`src/rtl/tusca_sequenciador_medida.sv`:
```
`default_nettype none
// ============================================================================
// Module      : tusca_sequenciador_medida
// Description : Periodic DHT11 measurement sequencer. Requests a measurement,
//               waits for pronto/erro under a timeout, retries a bounded
//               number of times and holds the last valid sample.
// Revision    : 1.0 - initial release
// ============================================================================
module tusca_sequenciador_medida #(
    parameter int PERIODO_DELAY  = 100_000_000,
    parameter int TIMEOUT        = 50_000_000,
    parameter int MAX_TENTATIVAS = 3
) (
    input  logic        clock,
    input  logic        reset,
    input  logic        start,
    input  logic        parar,
    input  logic        pronto_medida,
    input  logic        erro_medida,
    input  logic [15:0] temperatura_in,
    input  logic [15:0] umidade_in,
    output logic        medir_dht11,
    output logic [15:0] temperatura,
    output logic [15:0] umidade,
    output logic        nova_medida,
    output logic        medida_valida,
    output logic        falha,
    output logic [3:0]  db_tentativas,
    output logic [2:0]  db_estado
);

    localparam int TMO_W = (TIMEOUT > 1) ? $clog2(TIMEOUT) : 1;
    localparam int DLY_W = (PERIODO_DELAY > 1) ? $clog2(PERIODO_DELAY) : 1;
    localparam logic [TMO_W-1:0] TMO_FIM  = TMO_W'(TIMEOUT - 1);
    localparam logic [DLY_W-1:0] DLY_FIM  = DLY_W'(PERIODO_DELAY - 1);
    localparam logic [3:0]       TENT_MAX = 4'(MAX_TENTATIVAS);

    typedef enum logic [2:0] {
        INICIAL  = 3'd0,
        MEDIR    = 3'd1,
        AGUARDA  = 3'd2,
        REGISTRA = 3'd3,
        RETENTA  = 3'd4,
        DELAY    = 3'd5
    } estado_t;

    estado_t          estado_q, estado_d;
    logic [TMO_W-1:0] tmo_cnt_q, tmo_cnt_d;
    logic [DLY_W-1:0] dly_cnt_q, dly_cnt_d;
    logic [3:0]       tent_q, tent_d;
    logic [15:0]      temp_q, temp_d;
    logic [15:0]      umid_q, umid_d;
    logic             valida_q, valida_d;
    logic             falha_q, falha_d;

    // State register, counters and held sample; reset clears everything
    always_ff @(posedge clock) begin
        if (reset) begin
            estado_q  <= INICIAL;
            tmo_cnt_q <= '0;
            dly_cnt_q <= '0;
            tent_q    <= '0;
            temp_q    <= '0;
            umid_q    <= '0;
            valida_q  <= 1'b0;
            falha_q   <= 1'b0;
        end else begin
            estado_q  <= estado_d;
            tmo_cnt_q <= tmo_cnt_d;
            dly_cnt_q <= dly_cnt_d;
            tent_q    <= tent_d;
            temp_q    <= temp_d;
            umid_q    <= umid_d;
            valida_q  <= valida_d;
            falha_q   <= falha_d;
        end
    end

    // Next-state logic; parar overrides every in-flight event but keeps the sample
    always_comb begin
        estado_d  = estado_q;
        tmo_cnt_d = tmo_cnt_q;
        dly_cnt_d = dly_cnt_q;
        tent_d    = tent_q;
        temp_d    = temp_q;
        umid_d    = umid_q;
        valida_d  = valida_q;
        falha_d   = falha_q;

        if (parar && (estado_q != INICIAL)) begin
            estado_d  = INICIAL;
            tmo_cnt_d = '0;
            dly_cnt_d = '0;
            tent_d    = '0;
        end else begin
            case (estado_q)
                INICIAL: begin
                    if (start && !parar) begin
                        estado_d = MEDIR;
                    end
                end
                MEDIR: begin
                    tmo_cnt_d = '0;
                    estado_d  = AGUARDA;
                end
                AGUARDA: begin
                    // erro dominates pronto; pronto dominates the timeout
                    if (erro_medida) begin
                        tmo_cnt_d = '0;
                        estado_d  = RETENTA;
                    end else if (pronto_medida) begin
                        temp_d    = temperatura_in;
                        umid_d    = umidade_in;
                        tmo_cnt_d = '0;
                        estado_d  = REGISTRA;
                    end else if (tmo_cnt_q == TMO_FIM) begin
                        tmo_cnt_d = '0;
                        estado_d  = RETENTA;
                    end else begin
                        tmo_cnt_d = tmo_cnt_q + 1'b1;
                    end
                end
                REGISTRA: begin
                    valida_d  = 1'b1;
                    falha_d   = 1'b0;
                    tent_d    = '0;
                    dly_cnt_d = '0;
                    estado_d  = DELAY;
                end
                RETENTA: begin
                    if ((tent_q + 4'd1) == TENT_MAX) begin
                        falha_d   = 1'b1;
                        valida_d  = 1'b0;
                        tent_d    = '0;
                        dly_cnt_d = '0;
                        estado_d  = DELAY;
                    end else begin
                        tent_d   = tent_q + 4'd1;
                        estado_d = MEDIR;
                    end
                end
                DELAY: begin
                    if (dly_cnt_q == DLY_FIM) begin
                        dly_cnt_d = '0;
                        estado_d  = MEDIR;
                    end else begin
                        dly_cnt_d = dly_cnt_q + 1'b1;
                    end
                end
                default: begin
                    estado_d = INICIAL;
                end
            endcase
        end
    end

    // Outputs decoded from the current state and the held registers
    always_comb begin
        medir_dht11   = (estado_q == MEDIR);
        nova_medida   = (estado_q == REGISTRA);
        temperatura   = temp_q;
        umidade       = umid_q;
        medida_valida = valida_q;
        falha         = falha_q;
        db_tentativas = tent_q;
        db_estado     = estado_q;
    end

endmodule
`default_nettype wire

```
`config.mk`:
```
export PLATFORM = sky130hd
export DESIGN_NAME = tusca_sequenciador_medida
export DESIGN_NICKNAME = d
export VERILOG_FILES = /design/src/rtl/tusca_sequenciador_medida.sv
export SDC_FILE = /design/constraint.sdc
export NUM_CORES = 1
export LEC_CHECK = 0
export CORE_ASPECT_RATIO = 1.25
export CORE_UTILIZATION = 68
export DETAILED_ROUTE_END_ITERATION = 10
export DONT_BUFFER_PORTS = 1
export PLACE_DENSITY = 0.82
export SYNTH_ARGS = -nofsm -noshare
export SYNTH_HDL_FRONTEND = slang
export SYNTH_SLANG_ARGS = --single-unit
```
`constraint.sdc`:
```
create_clock -name clock -period 3.8 [get_ports clock]
set_clock_uncertainty 0.15 [all_clocks]
set_input_delay 0.19 -clock clock [delete_from_list [all_inputs] [get_ports clock]]
set_output_delay 0.19 -clock clock [all_outputs]
set_load 0.01 [all_outputs]
```
==> impl_results.md, run 1 <==
* Outcome: completed
* Clock slew at reported path FFs at 0.10 ns
* Arr. time, crit path at 3.11 ns
* Setup violations, final at 0
* Unrepaired setup endpoints after global routing: false
* Clk_lat worst skew at 0.37 ns
* Share of layout cells above drive strength 1 at 5.34%
* Highest routed layer: met4
* Area Growth Syn to Fin at 13.1%
* Antenna viol nets, final at 0
* Die span in x at 73.3 um
* Post-CTS sizing at 0
* Number of synthesized flops with an enable pin at 0
* Setup bufs post-CTS at 0
* Placer Congestion at 0.820
* Cell area after synthesis at 4320 um^2
* Yosys top cell area share at a little over two fifths
* Worst slew pin tran at between 1 and 1.5 ns
* MaxCap Viol Count at 0
* Pwr/cell area at 442 nW/um^2
* Vias per inst at 6.26
* Most common cell after layout, fill and taps aside: dfxtp_1
* Clock tree buffer depth at 2
* Antenna diode count at 0
* HP Class: input pin to flop
* Slew Limit Fails at 0
* Ys flop type: dfxtp_1
* Number of H-tree levels at 3
* Syn Area/Cell at 8.09 um^2
* Met1 WL at 4.08 mm
* Crit path time final at 3.00 ns
* Post-synthesis sequential element count at 94
* Starting Density at 70.0%
* Tcrit/Tclk final at 78.9%
* Initial antenna violation count at 0
* Cts bufs inserted at 9
* Via Count at 4053
* Port buffer count at 0
* Static leakage at 1.55 nW
* Synthesized instance count at between 500 and 600
* Nets at around 600
* Vias in the first global route at between 3k and 4k
* Die height at 91.1 um
* Ys async rst share at 0%
* GRT overflow at 0
* CP max FO at 32
* Drt initial violations at 244
* Peak supply drop at 0.337 mV
* Relative slew slack at 13.8%
* Die area at approximately 6700 um^2
* Area contributors post-synth: dfxtp_1 44%, nand2_1 7.7%, a21oi_1 7.3%, nor2_1 4.2%, xor2_1 3.7%
* Startpoint types: flop
* IO Pins at between 80 and 90
* Fill cells at roughly 420
* Cell row count at 32
* Setup TNS Final at 0 ns
* Required time worst endpoint at 3.91 ns
* WL met2 at 5.62 mm
* Core area at 6170 um^2
* Largest net degree at the start of global routing at 51
* WS Path Type: flop to flop
* Critical Path Sink Type: flop
* Post-synth top area cell: dfxtp_1
* Total wire length at 10.6 mm
* CTS tree: done
* Tot GR Track Use at 32.3%
* Peak Freq at 0.334 GHz
* Detailed Routing Iterations Pass 1 at 5
* DR WL/cell at 16.3 um
* Hold Worst Slack at 0.0171 ns
* Clock sink count at 94
* Most frequent cells in the layout: 94 x dfxtp_1, 89 x nand2_1, 63 x a21oi_1
* Met3 routed WL at 553 um
* Post-synthesis sequential area ratio at 43.6%
* Mapped Nets at around 580
* Netlist cell types at between 50 and 60
* DR DRC count at 0
* Post-DP HPWL at between 6 and 7 mm
* Clk root buf: clkbuf_8
* First-pass GRT wire length at 17.0 mm
* Synth warn at 0
* Hold Vio Cnt, Final at 0
## logic make-up after synthesis
kind of cell / after synthesis / synth area share [%]
xor+xnor: 26 / 5.27
compound gates: 116 / 15.6
buf+inv: 31 / 2.96
fa+ha+maj: 4 / 1.16
flops: 94 / 43.6
simple gates: 263 / 31.5
## repair_timing
| item | CTS | global route |
|---|---|---|
| hold buffers | 35 | 0 |
| endpoints found under the hold margin | 37 | 0 |
| setup endpoints to repair | 0 | 0 |
## worst max-delay path, cell delays in order, from the launching register on
cell,delay (ns)
dfxtp_1,0.67
nand3b_1,0.24
or4_1,0.92
nand2_1,0.21
a21oi_1,0.08
dlygate4sd3_1,0.62
## power by group
part / total, mW / switching [mW] / internal, mW
logic: 0.411 / 0.277 / 0.135
registers: 1.11 / 0.0902 / 1.02
clock network: 0.639 / 0.388 / 0.251
## sequential cells by signal, summed over array words and instances, names as in the netlist
signal / cells
dly_cnt_q: 27
tmo_cnt_q: 26
temperatura: 16
umidade: 16
db_tentativas: 4
db_estado: 3
falha: 1
medida_valida: 1
## per-layer routing
metal	vias to the layer above	GRT usage (%)
met5	-	0
met4	0	17.5
met3	35	8.21
li1	1947	-
met2	134	56.9
met1	1937	34.2
## final timing paths
path / startpoint / endpoint / slack (ns) / cells past startpoint
max: db_estado[1] / temperatura[15] / 0.80 / 5
min reg2reg: dly_cnt_q[23] / dly_cnt_q[23] / 0.34 / 2
max reg2reg: db_estado[1] / temperatura[15] / 0.80 / 5
min: erro_medida / db_estado[0] / 0.02 / 3
## layout make-up
class | count | area, um^2 | share of cell area [%]
inverter | 5 | 18.8 | 0.384
clock inverter | 7 | 66.3 | 1.36
sequential | 94 | 1880 | 38.5
clock buffer | 9 | 124 | 2.54
multi-input combinational | 409 | 2310 | 47.4
tap | 85 | 106 | 2.18
timing repair buffer | 38 | 373 | 7.63
## cells in the mapped netlist (3+ instances only)
cell type / instances
inv_1: 5
nand2b_1: 4
or4_1: 11
o21ai_0: 16
or3_1: 14
nand3b_1: 3
a21oi_1: 63
nor3_1: 10
nor2_1: 48
nand2_1: 89
o31ai_1: 9
nor4_2: 3
nand3_1: 23
a31oi_1: 6
dfxtp_1: 94
and3_1: 10
ha_1: 4
xnor2_1: 8
clkbuf_1: 15
nor2b_1: 3
nand4_1: 18
buf_2: 9
and2_1: 5
and4_1: 4
xor2_1: 18
o21ai_1: 7
## metrics by stage
stage          total power, mW  setup slack, ns  cell area [um^2]  std cells  utilization [%]
2_1_floorplan             1.43             1.67              4320        534                -
3_3_place_gp              1.48             1.01              4340        596             70.5
3_5_place_dp              1.50            0.918              4340        596             70.5
4_1_cts                   2.15            0.858              4880        647             79.2
5_1_grt                   2.26            0.581              4880        647             79.2
6_report                  2.16            0.802              4880        647             79.2
Note: power is estimated with default switching activity, not from simulation.
==> inputs of run 2 (changes only) <==
--- a/config.mk
+++ b/config.mk
@@ -6,10 +6,10 @@
 export NUM_CORES = 1
 export LEC_CHECK = 0
 export CORE_ASPECT_RATIO = 1.25
-export CORE_UTILIZATION = 68
+export CORE_UTILIZATION = 63
 export DETAILED_ROUTE_END_ITERATION = 10
 export DONT_BUFFER_PORTS = 1
-export PLACE_DENSITY = 0.82
+export PLACE_DENSITY = 0.77
 export SYNTH_ARGS = -nofsm -noshare
 export SYNTH_HDL_FRONTEND = slang
 export SYNTH_SLANG_ARGS = --single-unit
==> constraint.sdc (replaced) <==
create_clock -name clock -period 2.9 [get_ports clock]
set_clock_uncertainty 0.15 [all_clocks]
set_input_delay 0.145 -clock clock [delete_from_list [all_inputs] [get_ports clock]]
set_output_delay 0.145 -clock clock [all_outputs]
set_load 0.01 [all_outputs]
==> run 2 against run 1 <==
The flow now finishes with violations (design-rule violations). Sequential power increased by 30%. Setup slack got worse by 0.70 ns. Via count increased by 7.4%. Power increased by 39%. Clock-buffer cell count unchanged. Non-clock buffer count increased by 40. Fmax increased by 7.3%. Cell count increased by 6.5%. Critical path depth increased by 1. Largest cell class unchanged.
==> impl_results.md, run 2 (same netlist as run 1, synthesis figures left out) <==
* Nets at approximately 640
* R2R Setup Slk at 0.11 ns
* Global Route met1 Usage at between 30% and 40%
* Tot GR Track Use at 32.8%
* Die area at 7190 um^2
* Post-DP HPWL at 6.28 mm
* Failing checks: design-rule violations
* Required time worst endpoint at 3.00 ns
* Crit path time final at 2.79 ns
* Post-DP Area at 4400 um^2
* Via Count at 4352
* Peak Freq at 0.358 GHz
* Slew Limit Fails at 0
* Total wire length at 12.0 mm
* Clock tree buffer depth at 2
* Critical path depth at 6
* Clock share of power at between 30 and 40%
* Comb pwr share at 20.5%
* Die height at between 90 and 100 um
* Number of flip-flops under the largest register name at 27
* Hold path cells at 2
* Pwr/cell area at 562 nW/um^2
* Core area at roughly 6600 um^2
* Post-CTS sizing at 0
* Cell row count at 33
* Antenna diode count at 0
* Switch share at about a third
* Share of layout cells above drive strength 1 at 5.98%
* Setup bufs post-CTS at 0
* Busiest grt layer: met2
* CP max stage delay at 0.70 ns
* Number of H-tree levels at 3
* Largest registers: dly_cnt_q: 27 flops, tmo_cnt_q: 26 flops
* Tcrit/Tclk final at 96.3%
* Area Growth Syn to Fin at 23.2%
* CTS tree: done
* M2 GR Usage at 61.0%
* MaxCap Viol Count at 0
* Switching Power at slightly above 1 mW
* M3 GR Usage at 6.67%
* Static leakage at approximately 1.8 nW
* CP max FO at 32
* First-pass GRT wire length at 18.8 mm
* Post-layout util at 80.5%
* DR DRC count at 2
* Largest delay share family, worst path: simple AND/OR/NAND/NOR gates
* Reg2reg path depth at 6
* IO Pins at 81
* Buf+Inv Stages, Crit Path at 2
* Drt initial violations at 240
* Placer Congestion at 0.906
* Clock sink count at 94
* Flop pwr share at 48.2%
* Worst path cell trace: nand3b_1, or4_1, buf_4, nand2_1, a21oi_1, dlygate4sd3_1
* Largest net degree at the start of global routing at between 50 and 60
* Cts bufs inserted at 9
* Critical path's slowest cell: dfxtp_1
* Most common cell after layout, fill and taps aside: dfxtp_1
* WS Path Type: flop to flop
* Antenna viol nets, final at 0
* Internal power at 1.97 mW
* Die span in x at 76.0 um
* # placed instances at 603
* Outcome: finished, violations left
* Startpoint types: flop
* Relative slew slack at 59.5%
* Initial antenna violation count at 0
* Peak supply drop at 0.509 mV
* Hold Vio Cnt, Final at 0
* Vias in the first global route at just over 4k
* Worst slew pin tran at 0.607 ns
* Clock slew at reported path FFs at between 0.1 and 0.15 ns
* Unrepaired setup endpoints after global routing: false
* Layout Cells excl Fill at 689
* Setup TNS Final at 0 ns
* GRT overflow at 0
* HP Class: input pin to flop
* Arr. time, crit path at 2.89 ns
* Vias per inst at about 6.3
* Clk_lat worst skew at 0.37 ns
* Clk root buf: clkbuf_8
* DR WL/cell at between 15 and 20 um
* Port buffer count at 0
* Detailed Routing Iterations Pass 1 at 8
* Starting Density at 65.4%
* Final Cell Area at 5320 um^2
* Largest reg by FF count: dly_cnt_q
* Setup violations, final at 0
* Most frequent cells in the layout: 94 x dfxtp_1, 89 x nand2_1, 69 x dlygate4sd3_1
* Critical Path Sink Type: flop
[run 2: changes by cell type in the layout (fill, tap and decap cells not counted)]
cell / previous run / this run
buf_4: 3 / 7
clkinv_4: 1 / 0
inv_6: 3 / 2
bufinv_16: 0 / 1
buf_12: 0 / 2
inv_8: 0 / 1
dlygate4sd3_1: 35 / 69
[run 2: path summary, 6_finish.rpt]
kind,startpoint,end
max,db_estado[1],umidade[4]
min,reset,db_tentativas[2]
max reg2reg,db_estado[1],umidade[4]
min reg2reg,dly_cnt_q[26],dly_cnt_q[26]
[run 2: power by group through the flow]
stage                     clock network [mW]  logic, mW  registers (mW)
after floorplan                            0      0.450            1.42
after global placement                     0      0.509            1.46
after detailed placement                   0      0.517            1.47
after CTS                              0.922      0.586            1.44
after global routing                   0.994      0.667            1.45
final                                  0.935      0.614            1.44
[run 2: layout make-up]
type	count	area (um^2)
Multi-Input combinational cell	409	2310
Sequential cell	94	1880
Fill cell	411	1280
Timing Repair Buffer	78	783
Clock buffer	9	124
Tap cell	87	109
Clock inverter	7	90.1
Inverter	5	18.8
[run 2: timing repair]
action	4_1_cts	5_1_grt
hold buffers	70	0
endpoints found under the setup margin	0	0
hold endpoints to repair	39	0
[run 2: per-stage QoR]
| step | power [mW] | hold slack [ns] | setup slack, ns |
|---|---|---|---|
| 3_3_place_gp | 1.97 | 0.0666 | 0.553 |
| 5_1_grt | 3.11 | 0.0481 | 0.0491 |
| 6_report | 2.99 | 0.0353 | 0.106 |
| 3_5_place_dp | 1.99 | 0.0687 | 0.480 |
| 2_1_floorplan | 1.87 | 0.131 | 0.768 |
| 4_1_cts | 2.94 | 0.0301 | 0.323 |
[run 2: routing by layer]
layer | wire, um | vias up
met1 | 4460 | 2073
met5 | 0 | -
met3 | 672 | 55
li1 | - | 2036
met4 | 511 | 0
met2 | 6320 | 188
